[config.mk]
export PLATFORM = sky130hd
export DESIGN_NAME = decrypt_frame_ctrl
export DESIGN_NICKNAME = d
export VERILOG_FILES = /design/src/rtl/decrypt_frame_ctrl_pkg.sv /design/src/rtl/decrypt_frame_ctrl_fifo.sv /design/src/rtl/decrypt_frame_ctrl.sv
export SDC_FILE = /design/constraint.sdc
export NUM_CORES = 1
export LEC_CHECK = 0
export ABC_AREA = 1
export ABC_CLOCK_PERIOD_IN_PS = 7000
export BUFFER_PORTS_ARGS = -buffer_cell sky130_fd_sc_hd__buf_2
export CAP_MARGIN = 30
export CELL_PAD_IN_SITES_DETAIL_PLACEMENT = 0
export CELL_PAD_IN_SITES_GLOBAL_PLACEMENT = 2
export CORE_ASPECT_RATIO = 0.8
export CORE_MARGIN = 10
export CORE_UTILIZATION = 34
export CTS_BUF_LIST = sky130_fd_sc_hd__clkbuf_8 sky130_fd_sc_hd__clkbuf_16
export CTS_CLUSTER_SIZE = 10
export DETAILED_ROUTE_END_ITERATION = 10
export PLACE_DENSITY_LB_ADDON = 0.1
export SYNTH_ARGS = -nofsm -noshare
export SYNTH_HDL_FRONTEND = slang
export SYNTH_HIERARCHICAL = 1
export SYNTH_SLANG_ARGS = --single-unit
[constraint.sdc]
create_clock -name clk -period 7 [get_ports clk]
set_input_delay 1.05 -clock clk [delete_from_list [all_inputs] [get_ports clk]]
set_output_delay 1.05 -clock clk [all_outputs]
set_load 0.1 [all_outputs]
[src/rtl/decrypt_frame_ctrl_pkg.sv]
// Shared types and default sizing for the decrypt frame controller and its output FIFO.
package decrypt_frame_ctrl_pkg;

  localparam int DEFAULT_DEPTH = 4;
  localparam int DEFAULT_LEN_W = 8;

  typedef enum logic [1:0] {
    IDLE,
    LOAD,
    RUN,
    DRAIN
  } ctrl_state_t;

  typedef struct packed {
    logic       last;
    logic [7:0] data;
  } fifo_entry_t;

endpackage

[src/rtl/decrypt_frame_ctrl_fifo.sv]
// Small synchronous FIFO that absorbs datapath results; a push onto a full FIFO
// is accepted only when a pop frees the head in the same cycle.
module ctrl_fifo
  import decrypt_frame_ctrl_pkg::*;
#(
  parameter int DEPTH = DEFAULT_DEPTH,
  localparam int PTR_W = $clog2(DEPTH),
  localparam int CNT_W = $clog2(DEPTH + 1)
) (
  input  logic             clk,
  input  logic             rst,
  input  logic             push,
  input  fifo_entry_t      wdata,
  input  logic             pop,
  output fifo_entry_t      rdata,
  output logic [CNT_W-1:0] count,
  output logic             full,
  output logic             empty
);

  fifo_entry_t      mem [DEPTH];
  logic [PTR_W-1:0] wr_ptr;
  logic [PTR_W-1:0] rd_ptr;
  logic             do_push;
  logic             do_pop;

  function automatic logic [PTR_W-1:0] ptr_inc(input logic [PTR_W-1:0] p);
    return (p == PTR_W'(DEPTH - 1)) ? '0 : p + 1'b1;
  endfunction

  assign do_pop  = pop && !empty;
  assign do_push = push && (!full || do_pop);
  assign full    = (count == CNT_W'(DEPTH));
  assign empty   = (count == '0);
  assign rdata   = mem[rd_ptr];

  // NOTE: state registers use non-blocking assignments so every flop samples pre-edge values.
  always_ff @(posedge clk or posedge rst) begin
    if (rst) begin
      wr_ptr <= '0;
      rd_ptr <= '0;
      count  <= '0;
    end else begin
      if (do_push) wr_ptr <= ptr_inc(wr_ptr);
      if (do_pop)  rd_ptr <= ptr_inc(rd_ptr);
      count <= count + CNT_W'(do_push) - CNT_W'(do_pop);
    end
  end

  // NOTE: storage is not reset; count gates visibility, so stale contents are never observed.
  always_ff @(posedge clk) begin
    if (do_push) mem[wr_ptr] <= wdata;
  end

endmodule

[src/rtl/decrypt_frame_ctrl.sv]
// Frame sequencer for the byte-serial decrypt datapath: latches per-frame keys,
// meters ciphertext in by FIFO credit and returns plaintext with an end-of-frame marker.
module decrypt_frame_ctrl
  import decrypt_frame_ctrl_pkg::*;
#(
  parameter int DEPTH = DEFAULT_DEPTH,
  parameter int LEN_W = DEFAULT_LEN_W
) (
  input  logic             clk,
  input  logic             rst,
  input  logic             cfg_valid,
  output logic             cfg_ready,
  input  logic [LEN_W-1:0] cfg_len,
  input  logic [7:0]       cfg_k1,
  input  logic [7:0]       cfg_k2,
  input  logic [7:0]       cfg_k3,
  input  logic [2:0]       cfg_rot_freq,
  input  logic             s_valid,
  output logic             s_ready,
  input  logic [7:0]       s_data,
  output logic             dp_en,
  output logic [7:0]       dp_din,
  output logic             dp_key_load,
  output logic [7:0]       dp_k1,
  output logic [7:0]       dp_k2,
  output logic [7:0]       dp_k3,
  output logic [2:0]       dp_rot_freq,
  input  logic [7:0]       dp_dout,
  input  logic             dp_v,
  output logic             m_valid,
  input  logic             m_ready,
  output logic [7:0]       m_data,
  output logic             m_last,
  output logic             busy,
  output logic             frame_done,
  output logic             err_spurious
);

  localparam int CNT_W = $clog2(DEPTH + 1);

  ctrl_state_t      state;
  logic [LEN_W-1:0] remaining;
  logic [LEN_W-1:0] out_cnt;
  logic [1:0]       inflight;
  logic [CNT_W-1:0] fifo_count;
  logic             fifo_full;
  logic             fifo_empty;
  logic             push;
  logic             pop;
  logic             spurious;
  fifo_entry_t      push_entry;
  fifo_entry_t      head;

  // Credit covers both queued and in-flight results, since the datapath cannot stall.
  assign s_ready    = (state == RUN) && ((int'(fifo_count) + int'(inflight)) < DEPTH);
  assign dp_en      = s_valid && s_ready;
  assign dp_din     = dp_en ? s_data : 8'h00;

  assign spurious   = dp_v && ((state == IDLE) || (inflight == 2'd0));
  assign push       = dp_v && !spurious;
  assign push_entry = '{last: (out_cnt == LEN_W'(1)), data: dp_dout};

  assign m_valid    = !fifo_empty;
  assign pop        = m_valid && m_ready;
  assign m_data     = m_valid ? head.data : 8'h00;
  assign m_last     = m_valid && head.last;
  assign frame_done = (state == DRAIN) && pop && head.last;
  assign busy       = (state != IDLE);

  always_ff @(posedge clk or posedge rst) begin
    if (rst) begin
      state       <= IDLE;
      cfg_ready   <= 1'b0;
      dp_key_load <= 1'b0;
      dp_k1       <= '0;
      dp_k2       <= '0;
      dp_k3       <= '0;
      dp_rot_freq <= '0;
      remaining   <= '0;
      out_cnt     <= '0;
    end else begin
      dp_key_load <= 1'b0;
      unique case (state)
        IDLE: begin
          if (cfg_valid && cfg_ready) begin
            dp_k1       <= cfg_k1;
            dp_k2       <= cfg_k2;
            dp_k3       <= cfg_k3;
            dp_rot_freq <= cfg_rot_freq;
            remaining   <= cfg_len;
            out_cnt     <= cfg_len;
            dp_key_load <= 1'b1;
            cfg_ready   <= 1'b0;
            state       <= LOAD;
          end else begin
            cfg_ready <= 1'b1;
          end
        end
        LOAD: state <= RUN;
        RUN: begin
          if (dp_en) begin
            remaining <= remaining - 1'b1;
            if (remaining == LEN_W'(1)) state <= DRAIN;
          end
        end
        DRAIN: begin
          if (frame_done) begin
            cfg_ready <= 1'b1;
            state     <= IDLE;
          end
        end
        default: state <= IDLE;
      endcase
      // Pushes never happen in IDLE, so this cannot collide with the length load.
      if (push) out_cnt <= out_cnt - 1'b1;
    end
  end

  always_ff @(posedge clk or posedge rst) begin
    if (rst) begin
      inflight     <= '0;
      err_spurious <= 1'b0;
    end else begin
      if (spurious) err_spurious <= 1'b1;
      if (dp_en && !push)      inflight <= inflight + 1'b1;
      else if (!dp_en && push) inflight <= inflight - 1'b1;
    end
  end

  ctrl_fifo #(.DEPTH(DEPTH)) u_fifo (
    .clk   (clk),
    .rst   (rst),
    .push  (push),
    .wdata (push_entry),
    .pop   (pop),
    .rdata (head),
    .count (fifo_count),
    .full  (fifo_full),
    .empty (fifo_empty)
  );

  fifo_no_overflow: assert property (@(posedge clk) disable iff (rst) !(push && fifo_full && !pop));

endmodule

# --- Yosys cells after proc, flatten, opt, wreduce, memory -nomap -nowiden ---
# Memory sizes are Yosys's and may differ from the RTL's.
# Cells that the tools add are included.
totals:
  ff_bits: 57
  latchBits: 0
  ramBits: 36
  mem_bits_ro: 0
  output_inout_bits: 52
  memories: 1
memory_table:
  columns: ["name", "depth", "width", "read_ports", "rd_ports_with_merged_regs", "write_ports", "line_no", "text"]
  rows:
  - ["u_fifo.mem", 4, 9, 1, 0, 1, "decrypt_frame_ctrl_fifo.sv:21", "fifo_entry_t mem [DEPTH];"]
op_classes:
  addsub: 9
  n_mul: 0
  n_div: 0
  magnitude_cmp: 1
  eq_ne: 12
  shift: 0
  muxes: 23
  n_bitwise: 0
  reduce_logical: 34
op_table:
  columns: ["op", "n"]
  rows:
  - ["2-to-1 mux 8 bit", 6]
  - ["equality test 8 x 1 -> 1 bit (second input constant)", 2]
  - ["2-to-1 mux 2 bit", 8]
  - ["case mux 8 bit (2 select lines)", 1]
  - ["subtractor 8 x 1 -> 8 bit (second input constant)", 2]
  - ["logical AND 1 bit", 13]
  - ["nonzero test 2 bit", 6]
  - ["equality test 2 bit (second input constant)", 4]
  - ["case mux 2 bit (4 select lines)", 1]
  - ["adder 2 x 1 -> 2 bit (second input constant)", 3]
  - ["2-to-1 mux 1 bit", 6]
  - ["AND reduction 2 bit", 3]
  - ["logical NOT 1 bit", 5]
  - ["adder 3 x 2 -> 4 bit", 1]
  - ["logical NOT 2 bit", 2]
  - ["less-than comparator 4 x 3 -> 1 bit (second input constant)", 1]
  - ["inequality test 2 x 1 -> 1 bit (second input constant)", 2]
  - ["inequality test 2 bit (second input constant)", 2]
  - ["AND reduction 4 bit", 1]
  - ["adder 3 x 1 -> 3 bit", 1]
  - ["equality test 3 bit (second input constant)", 1]
  - ["logical NOT 3 bit", 1]
  - ["AND reduction 3 bit", 1]
  - ["subtractor 3 x 1 -> 3 bit", 1]
  - ["4 further kinds", 5]

# --- Depth between registers and ports, before layout ---
logic_depth:
  word_depth: 8
  mapped_depth: 13
  mapped_depth_nobuf: 12

# --- Modules after synthesis ---
# The synthesis kept the hierarchy.
modules_own_cells:
  columns: ["mod", "n_inst", "cells_per_inst", "area_each_um2", "seq_area_each_um2"]
  rows:
  - ["decrypt_frame_ctrl", 1, 373, 2718.9, 1251.2]
  - ["ctrl_fifo", 1, 161, 1905.6, 1256.2]

# --- Worst setup path before layout ---
# Ideal clock, no wire load.
synth_timing:
  path_type: "flip-flop to output port"
  startpoint: "reg u_fifo.count[2]"
  endpoint: "out frame_done"
  t_arrival_ns: 2.845
  required_ns: 5.950
  setup_slack_ns: 3.105
  path_stages_with_launch: 8
  path_buffers: 1
  cell_sequence: "dfrtp_1 inv_1 nand2_2 inv_1 buf_6 inv_1 nand2_1 nor2_1"
synth_between:
  elab_chain_len: 5
synth_rtl:
  columns: ["element", "line_no", "text"]
  rows:
  - ["start, declared", "decrypt_frame_ctrl_fifo.sv:16", "output logic [CNT_W-1:0] count,"]
  - ["start signal, assigned", "decrypt_frame_ctrl_fifo.sv:46", "count <= count + CNT_W'(do_push) - CNT_W'(do_pop);"]
  - ["logical NOT 3 bit", "decrypt_frame_ctrl_fifo.sv:34", "assign empty = (count == '0);"]
  - ["net fifo_empty", "decrypt_frame_ctrl.sv:47", "logic fifo_empty;"]
  - ["logical NOT 1 bit", "decrypt_frame_ctrl.sv:63", "assign m_valid = !fifo_empty;"]
  - ["net m_valid", "decrypt_frame_ctrl.sv:30", "output logic m_valid,"]
  - ["logical AND 1 bit", "decrypt_frame_ctrl.sv:64", "assign pop = m_valid && m_ready;"]
  - ["logical AND 1 bit (2 in a row)", "decrypt_frame_ctrl.sv:67", "assign frame_done = (state == DRAIN) && pop && head.last;"]
  - ["end, declared", "decrypt_frame_ctrl.sv:35", "output logic frame_done,"]
# The timed path passes the listed nets, and every way through them passes these cells.

==> impl_metrics.env <==
export IMPL_track_usage=0.127
export IMPL_rsz0062_at_grt="false"
export IMPL_max_stage_delay_ns=0.84
export IMPL_cp_start_kind="register"
export IMPL_worstPathArrival_ns=2.20
export IMPL_cts_root_buf="clkbuf_16"
export IMPL_grt_ovfl_total=0
export IMPL_cts_buffer_depth=2
export IMPL_worst_pin_slew_ns=0.988
export IMPL_drt_iter0_drc=121
export IMPL_critPathSlowestCell="dfrtp_1"
export IMPL_critPathKind="register to output port"
export IMPL_startpoint="u_fifo/rd_ptr[1]$_DFFE_PP0N_"
export IMPL_nets=714
export IMPL_r2r_slack_ns=4.21
export IMPL_crit_buf_inv=1
export IMPL_slew_viol_final=0
export IMPL_crit_fanout=20
export IMPL_die_x_um=150
export IMPL_hold_viol_final=0
export IMPL_synth_area_um2=4620
export IMPL_period_share=0.465
export IMPL_die_area_um2=18700
export IMPL_rows=38
export IMPL_path_clk_slew_ns=0.07
export IMPL_crit_end="frame_done"
export IMPL_hp_class="register to register"
export IMPL_drt_wl_total_mm=11.4
export IMPL_start_util=0.343
export IMPL_cp_data_required_time_ns=5.95
export IMPL_r2r_start="state[0]$_DFFE_PP0P_"
export IMPL_syn_avg_cell_area_um2=8.67
export IMPL_grt_max_degree=51
export IMPL_fmax_ghz=0.307
export IMPL_crit_chain="o211ai_1 -> nand2_1 -> nand2_1 -> nor2_1 -> buf_2"
export IMPL_portBuffers=108
export IMPL_r2r_end="u_fifo/mem[3][0]$_DFFE_PP_"
export IMPL_wl_per_cell_um=13.9
export IMPL_cap_violations=0
export IMPL_drive_above_1_share=0.231
export IMPL_status="finished clean"
export IMPL_grt_pass1_vias=3845
export IMPL_syn_num_nets=606
export IMPL_skew_ns=0.00971
export IMPL_antennaDiodeCount=0
export IMPL_post_cts_setup_buffers=0
export IMPL_cts_buffers=9
export IMPL_drcViolationCount=0
export IMPL_ctsHoldBuffers=0
export IMPL_setup_viol=0
export IMPL_yosysWarnings=6
export IMPL_fin_setup_tns_ns=0
export IMPL_cp_depth=5
export IMPL_drtAntennaViolNets=0
export IMPL_reg2reg_depth=7
export IMPL_syn_to_final_growth_pct=21.3
export IMPL_cts_tree="done"
export IMPL_via_count=3669
export IMPL_min_period_ns=3.25
export IMPL_nFillCells=1367
export IMPL_ios=109
export IMPL_antenna_found_initial=0
export IMPL_hpwl_mm=8.37
export IMPL_crit_path_frequent_cell="nand2_1"
export IMPL_gp_congestion=0.787
export IMPL_grt_first_pass_wirelength_mm=19.1
export IMPL_coreArea_um2=13500
export IMPL_slew_headroom=0.339
export IMPL_via_per_inst=4.44
export IMPL_synthCells=533
export IMPL_instances_no_fill=826
export IMPL_htreeDepth=3
export IMPL_die_y_um=124
export IMPL_cp_end_kind="output port"
export IMPL_firstDrtPassIters=6
export IMPL_dp_cells=810
export IMPL_crit_family="flip-flops"
export IMPL_cts_sinks=93
export IMPL_cts_resized=0
export IMPL_clock_latency_ns=0.35
worst min-delay path by stage:
stage                          startpoint                          to  slack [ns]  cells after the start
6_report       dp_rot_freq[2]$_DFFE_PP0P_  dp_rot_freq[2]$_DFFE_PP0P_        0.48                      2
5_1_grt              dp_k3[1]$_DFFE_PP0P_        dp_k3[1]$_DFFE_PP0P_        0.50                      2
4_1_cts              dp_k3[0]$_DFFE_PP0P_        dp_k3[0]$_DFFE_PP0P_        0.48                      2
3_5_place_dp         dp_k3[0]$_DFFE_PP0P_        dp_k3[0]$_DFFE_PP0P_        0.46                      2
3_3_place_gp   dp_rot_freq[1]$_DFFE_PP0P_  dp_rot_freq[1]$_DFFE_PP0P_        0.46                      2
2_1_floorplan    remaining[7]$_DFFE_PP0P_    remaining[7]$_DFFE_PP0P_        0.45                      2
cell usage in the layout, fill, tap and decap left out, types with 2 or more instances in the layout:
cell	count
buf_2	108
o21ai_1	3
buf_4	2
inv_2	3
nand4_1	2
nor2_1	43
clkinv_4	3
nand3_2	2
a21oi_1	10
nand2_2	5
nor2_2	2
clkinv_2	2
o21ai_2	4
o211ai_1	10
nor3_1	2
ha_1	15
xnor2_1	3
dfrtp_1	57
clkbuf_16	9
nand3_1	21
inv_1	79
edfxtp_1	36
o21ai_0	30
a21oi_2	2
nand2_1	178
state kept, by name, indices dropped and copies added, names as in the netlist:
register / cells
cfg_ready: 1
dp_k1: 8
dp_k2: 8
dp_k3: 8
dp_key_load: 1
dp_rot_freq: 3
err_spurious: 1
inflight: 2
out_cnt: 8
remaining: 8
state: 2
u_fifo/count: 3
u_fifo/mem: 36
u_fifo/rd_ptr: 2
u_fifo/wr_ptr: 2
worst reg2reg max path: stages (launching register included):
cell     delay [ns]
dfrtp_1        0.37
inv_1          0.07
ha_1           0.24
inv_1          0.14
o21ai_0        0.15
nor2_2         0.49
nand2_2        0.18
nor2_1         0.78
final cells by class:
type	count	area (um2)	share of cell area
Inverter	83	312	0.0556
Clock buffer	9	225	0.0402
Sequential cell	93	2510	0.447
Timing Repair Buffer	112	598	0.107
Multi-Input combinational cell	342	1690	0.301
Tap cell	180	225	0.0402
Clock inverter	7	50.0	0.00893
per-layer routing:
layer,GRT usage,vias to the layer above,share of wire
li1,-,1886,-
met1,0.161,1697,0.47
met2,0.197,75,0.45
met3,0.0439,11,0.063
met4,0.0388,0,0.013
met5,0,-,0
per-stage QoR:
stage	util	area (um2)	setup WS [ns]	hold slack (ns)
2_1_floorplan	-	4620	3.11	0.449
3_3_place_gp	0.393	5290	3.75	0.458
3_5_place_dp	0.396	5330	3.90	0.464
4_1_cts	0.417	5610	3.67	0.481
5_1_grt	0.417	5610	3.55	0.498
6_report	0.417	5610	3.75	0.477
Power is not shown: default switching activity piles up to over one toggle a cycle in this logic, so the estimate is an artifact.
